### config.mk
export PLATFORM = sky130hd
export DESIGN_NAME = l1i_refill_unit
export DESIGN_NICKNAME = d
export VERILOG_FILES = /design/src/rtl/l1i_refill_unit.sv
export SDC_FILE = /design/constraint.sdc
export NUM_CORES = 2
export LEC_CHECK = 0
export ABC_CLOCK_PERIOD_IN_PS = 32299
export CORE_AREA = 8 8 294 296
export DETAILED_ROUTE_END_ITERATION = 8
export DIE_AREA = 0 0 302 304
export GPL_TIMING_DRIVEN = 1
export PLACE_DENSITY = 0.78
export SYNTH_ARGS = -nofsm -noshare
export SYNTH_HDL_FRONTEND = slang
export SYNTH_SLANG_ARGS = --single-unit
### constraint.sdc
create_clock -name clk -period 32.3 [get_ports clk]
set_input_delay 9.69 -clock clk [delete_from_list [all_inputs] [get_ports clk]]
set_output_delay 9.69 -clock clk [all_outputs]
set_load 0.005 [all_outputs]
### src/rtl/l1i_refill_unit.sv
// L1I miss handling and line fill engine.
// Takes one miss at a time, reads the line from memory beat by beat, picks a
// victim way and writes tag + data into the L1I SRAMs. Owns the per-set valid
// bits and serves them, one cycle later, to the fetch-tag stage.
module l1i_refill_unit #(
  parameter int NUM_WAYS       = 4,
  parameter int NUM_SETS       = 64,
  parameter int TAG_WIDTH      = 20,
  parameter int ADDR_WIDTH     = 32,
  parameter int LINE_WIDTH     = 512,
  parameter int MEM_DATA_WIDTH = 128,
  parameter int NUM_WARPS      = 4
) (
  input  logic                         clk,
  input  logic                         reset,
  input  logic                         miss_valid,
  output logic                         miss_ready,
  input  logic [TAG_WIDTH-1:0]         miss_tag,
  input  logic [$clog2(NUM_SETS)-1:0]  miss_set,
  input  logic [$clog2(NUM_WARPS)-1:0] miss_warp,
  output logic                         mem_req_valid,
  input  logic                         mem_req_ready,
  output logic [ADDR_WIDTH-1:0]        mem_req_addr,
  input  logic                         mem_rsp_valid,
  input  logic [MEM_DATA_WIDTH-1:0]    mem_rsp_data,
  output logic [NUM_WAYS-1:0]          tag_we,
  output logic [$clog2(NUM_SETS)-1:0]  tag_waddr,
  output logic [TAG_WIDTH-1:0]         tag_wdata,
  output logic [NUM_WAYS-1:0]          data_we,
  output logic [$clog2(NUM_SETS)-1:0]  data_waddr,
  output logic [LINE_WIDTH-1:0]        data_wdata,
  input  logic [$clog2(NUM_SETS)-1:0]  valid_rd_set,
  output logic [NUM_WAYS-1:0]          way_valid,
  input  logic                         flush,
  output logic [NUM_WARPS-1:0]         wake_warp_oh
);

  localparam int SET_W  = $clog2(NUM_SETS);
  localparam int WARP_W = $clog2(NUM_WARPS);
  localparam int WAY_W  = (NUM_WAYS > 1) ? $clog2(NUM_WAYS) : 1;
  localparam int BEATS  = LINE_WIDTH / MEM_DATA_WIDTH;
  localparam int BEAT_W = (BEATS > 1) ? $clog2(BEATS) : 1;
  localparam int OFF_W  = $clog2(LINE_WIDTH / 8);

  localparam logic [1:0] S_IDLE  = 2'd0;
  localparam logic [1:0] S_REQ   = 2'd1;
  localparam logic [1:0] S_FILL  = 2'd2;
  localparam logic [1:0] S_WRITE = 2'd3;

  logic [1:0]            state_q, state_d;
  logic [BEAT_W-1:0]     beat_q, beat_d;
  logic [TAG_WIDTH-1:0]  tag_q;
  logic [SET_W-1:0]      set_q;
  logic [WARP_W-1:0]     warp_q;
  logic [LINE_WIDTH-1:0] line_q;
  logic [NUM_WAYS-1:0]   valid_q [NUM_SETS];
  logic [WAY_W-1:0]      vptr_q  [NUM_SETS];
  logic [NUM_WAYS-1:0]   way_valid_q;
  logic [NUM_WAYS-1:0]   victim_oh;
  logic                  set_full;
  logic                  in_write;

  assign in_write = (state_q == S_WRITE);

  // Victim choice: lowest invalid way, else the set's round-robin pointer.
  always_comb begin
    victim_oh = '0;
    set_full  = 1'b1;
    for (int i = 0; i < NUM_WAYS; i++) begin
      if (set_full && !valid_q[set_q][i]) begin
        victim_oh[i] = 1'b1;
        set_full     = 1'b0;
      end
    end
    if (set_full) victim_oh = NUM_WAYS'(1) << vptr_q[set_q];
  end

  // Next-state logic for the refill sequence and beat counter.
  always_comb begin
    state_d = state_q;
    beat_d  = beat_q;
    case (state_q)
      S_IDLE:  if (miss_valid) state_d = S_REQ;
      S_REQ:   if (mem_req_ready) begin
                 state_d = S_FILL;
                 beat_d  = '0;
               end
      S_FILL:  if (mem_rsp_valid) begin
                 beat_d = beat_q + 1'b1;
                 if (beat_q == BEAT_W'(BEATS - 1)) state_d = S_WRITE;
               end
      default: state_d = S_IDLE;
    endcase
  end

  // Control state: FSM, valid bits, victim pointers, registered valid read.
  always_ff @(posedge clk or posedge reset) begin
    if (reset) begin
      state_q     <= S_IDLE;
      beat_q      <= '0;
      way_valid_q <= '0;
      for (int s = 0; s < NUM_SETS; s++) begin
        valid_q[s] <= '0;
        vptr_q[s]  <= '0;
      end
    end else begin
      state_q     <= state_d;
      beat_q      <= beat_d;
      way_valid_q <= valid_q[valid_rd_set];
      if (flush) begin
        for (int s = 0; s < NUM_SETS; s++) valid_q[s] <= '0;
      end else if (in_write) begin
        valid_q[set_q] <= valid_q[set_q] | victim_oh;
      end
      if (in_write && set_full) begin
        vptr_q[set_q] <= (vptr_q[set_q] == WAY_W'(NUM_WAYS - 1)) ? '0 : vptr_q[set_q] + 1'b1;
      end
    end
  end

  // Datapath capture: miss descriptor and incoming beats (no reset needed).
  always_ff @(posedge clk) begin
    if (state_q == S_IDLE && miss_valid) begin
      tag_q  <= miss_tag;
      set_q  <= miss_set;
      warp_q <= miss_warp;
    end
    if (state_q == S_FILL && mem_rsp_valid) begin
      line_q[beat_q*MEM_DATA_WIDTH +: MEM_DATA_WIDTH] <= mem_rsp_data;
    end
  end

  assign miss_ready    = (state_q == S_IDLE) && !reset;
  assign mem_req_valid = (state_q == S_REQ);
  assign mem_req_addr  = {tag_q, set_q, {OFF_W{1'b0}}};
  assign tag_we        = in_write ? victim_oh : '0;
  assign data_we       = in_write ? victim_oh : '0;
  assign tag_waddr     = set_q;
  assign data_waddr    = set_q;
  assign tag_wdata     = tag_q;
  assign data_wdata    = line_q;
  assign way_valid     = way_valid_q;
  assign wake_warp_oh  = in_write ? (NUM_WARPS'(1) << warp_q) : '0;

endmodule

==> flow_metrics.env <==
export IMPL_htree_levels=3
export IMPL_rsz0062_at_grt="false"
export IMPL_ios=762
export IMPL_dieArea_um2=91800
export IMPL_setup_ws_ns=11.74
export IMPL_grt_pass1_vias=28700
export IMPL_min_from="vptr_q[21]$_DFFE_PP0P_"
export IMPL_initial_core_util=0.513
export IMPL_wire_per_inst_um=31.1
export IMPL_cts_tree="yes"
export IMPL_synthArstFlopShare=0.421
export IMPL_power_density_nw_per_um2=59.5
export IMPL_grtUsageTotal=0.317
export IMPL_path_delay_family="buffers and inverters"
export IMPL_cts_hold_buffers=0
export IMPL_status="completed"
export IMPL_syn_to_final_growth_pct=27.0
export IMPL_r2r_end="vptr_q[105]$_DFFE_PP0P_"
export IMPL_grt_max_degree=156
export IMPL_dr_first_iter_drc_count=3523
export IMPL_worst_path_most_repeated_cell="clkdlybuf4s50_1"
export IMPL_required_ns=22.61
export IMPL_synth_seq_area_share=0.622
export IMPL_netlist_area_um2=41800
export IMPL_fp_dieW_um=302
export IMPL_ys_flop_type="edfxtp_1"
export IMPL_fin_crit_sh=0.636
export IMPL_r2r_slack_ns=26.56
export IMPL_hold_viol_final=0
export IMPL_viasPerCell=5.99
export IMPL_fin_nets=3815
export IMPL_vdd_drop_max_mv=0.0667
export IMPL_dieHeight_um=304
export IMPL_cp_max_fo=2
export IMPL_rows=105
export IMPL_dp_hpwl_mm=106
export IMPL_clockBufferDepth=3
export IMPL_drt_total_wl_mm=149
export IMPL_cts_resized=0
export IMPL_slowest_delay_ns=0.53
export IMPL_tightestPinTransition_ns=1.17
export IMPL_synth_distinct_cells=73
export IMPL_critPathCaptureType="primary output"
export IMPL_worst_clock_skew_ns=0.0241
export IMPL_cts_sinks=932
export IMPL_startpoint_type="input pin"
export IMPL_ys_warn_count=0
export IMPL_cts_made_buffers=99
export IMPL_dr_pass1_iters=6
export IMPL_setup_viol=0
export IMPL_detail_route_antenna_nets=0
export IMPL_max_slew_margin=0.222
export IMPL_fin_tns_setup_ns=0
export IMPL_worstPathCellList="clkdlybuf4s50_1, nor2_1, clkdlybuf4s50_1"
export IMPL_critical_path_buf_inv_count=2
export IMPL_cp_data_arrival_time_ns=10.87
export IMPL_period_needed_ns=20.56
export IMPL_grt_first_pass_wirelength_mm=211
export IMPL_reg2reg_depth=12
export IMPL_drive_above_1_share=0.149
export IMPL_clkLatencyLatePin_ns=0.67
export IMPL_io_buffers=755
export IMPL_cap_viol_max_count=0
export IMPL_final_common_cell="clkdlybuf4s50_1"
export IMPL_reg2reg_from="data_waddr[2]$_DFFE_PP_"
export IMPL_post_cts_setup_buffer_count=0
export IMPL_place_ws_ns=11.74
export IMPL_crit_type="input pin to primary output"
export IMPL_drc=0
export IMPL_final_max_slew_viol_count=0
export IMPL_fin_hold_ws_ns=0.509
export IMPL_avgSynthCellArea_um2=14.1
export IMPL_ys_ff_latch=932
export IMPL_core_area_um2=81600
export IMPL_hold_end="vptr_q[21]$_DFFE_PP0P_"
export IMPL_min_path_cells=1
export IMPL_min_delay_path_class="register to register"
export IMPL_layout_common_cells="clkdlybuf4s50_1 (751), edfxtp_1 (540), and2_1 (515)"
export IMPL_synth_edff_count=540
export IMPL_worst_path_max_delay_cell="clkdlybuf4s50_1"
export IMPL_cts_root_buf="clkbuf_16"
export IMPL_fmax_mhz=48.6
export IMPL_synthCells=2973
export IMPL_cts_clk_slew_worst_paths_ns=0.06
export IMPL_overflow=0
export IMPL_place_congestion=0.972
export IMPL_antenna_found_initial=24
export IMPL_p_leak_nw=21.3
export IMPL_vias=28800
==> metrics by stage <==
stage | util | area [um^2] | total power (W) | instances
floorplan | - | 41900 | 0.00171 | 2978
global placement | 0.609 | 49700 | 0.00198 | 4601
detailed placement | 0.609 | 49700 | 0.00199 | 4601
CTS | 0.651 | 53100 | 0.00317 | 4785
global route | 0.651 | 53100 | 0.00325 | 4796
finish | 0.652 | 53200 | 0.00316 | 4803
==> report_power, final <==
| group | internal [W] | switching, W |
|---|---|---|
| Sequential | 0.00136 | 0.0000272 |
| Clock | 0.000693 | 0.000495 |
| Combinational | 0.000224 | 0.000362 |
| Total | 0.00228 | 0.000885 |
==> Yosys cell counts (10+ instances only) <==
master / count / area (um^2)
edfxtp_1: 540 / 16200
and2_1: 516 / 3230
nor2_1: 401 / 1510
dfrtp_1: 392 / 9810
a211oi_1: 195 / 1460
mux4_2: 121 / 2730
mux2_4: 120 / 1800
clkbuf_1: 109 / 409
buf_4: 62 / 465
nand2_4: 60 / 676
mux2i_1: 43 / 430
nand2_1: 34 / 128
a221oi_1: 32 / 280
buf_2: 30 / 150
a21oi_1: 27 / 135
mux2_2: 25 / 282
o22ai_1: 21 / 131
buf_1: 16 / 60.1
ha_1: 15 / 188
nand2b_1: 13 / 81.3
o21ai_0: 13 / 65.1
nand3_1: 12 / 60.1
nand3b_1: 11 / 82.6
a22o_1: 10 / 87.6
buf_6: 10 / 113
inv_1: 10 / 37.5
o221ai_1: 10 / 87.6
==> registers in the layout, indices dropped and copies added, names as in the netlist <==
register	count
state_q	2
vptr_q	128
valid_q	256
warp_q	2
data_waddr	6
data_wdata	512
tag_wdata	20
way_valid	4
beat_q	2
==> worst register-to-register path, cell delays in order (launching register included) <==
cell	delay, ns
edfxtp_1	0.32
buf_4	0.52
buf_4	0.69
nand2b_1	0.54
o22ai_1	0.30
a221oi_1	0.09
o22ai_1	0.49
nor4_4	0.20
nor4b_4	0.28
buf_4	0.89
buf_4	0.82
nand2_4	0.16
mux2_4	0.33
==> worst max-delay path by stage <==
stage,from,endpoint,slack (ns),cells after the start
after floorplan,reset,beat_q[0]$_DFFE_PP0P_,11.71,1
after global placement,reset,miss_ready,11.73,3
after detailed placement,reset,miss_ready,11.74,3
after CTS,reset,miss_ready,11.74,3
after global routing,reset,miss_ready,11.67,3
final,reset,miss_ready,11.74,3
==> final cells by class <==
| class | count | area [um^2] |
|---|---|---|
| fill | 5895 | 28400 |
| sequential | 932 | 26000 |
| multi-input combinational | 1794 | 14400 |
| timing repair buffer | 794 | 7860 |
| clock buffer | 127 | 2660 |
| tap | 1070 | 1340 |
| clock inverter | 57 | 748 |
| inverter | 11 | 48.8 |
| antenna | 18 | 45.0 |
==> per-layer routing <==
| layer | wire length, um | up-vias | GRT usage |
|---|---|---|---|
| met1 | 54500 | 14400 | 0.394 |
| met2 | 69500 | 1903 | 0.503 |
| met4 | 8280 | 2 | 0.151 |
| li1 | - | 12100 | - |
| met3 | 17100 | 370 | 0.0981 |
| met5 | 13 | - | 0 |
==> kinds of logic (layout without fill, tap and decap cells) <==
family,after synthesis,in the layout,synth area share
buffers and inverters,252,989,0.0355
adder cells (fa/ha/maj),15,15,0.00448
other,1,24,0.0000896
flip-flops,932,932,0.622
AND/OR/NAND/NOR,1106,1106,0.149
AO/OA/AOI/OAI,356,356,0.0635
multiplexers,311,311,0.126
No activity file was read; power rests on OpenSTA's default activity.
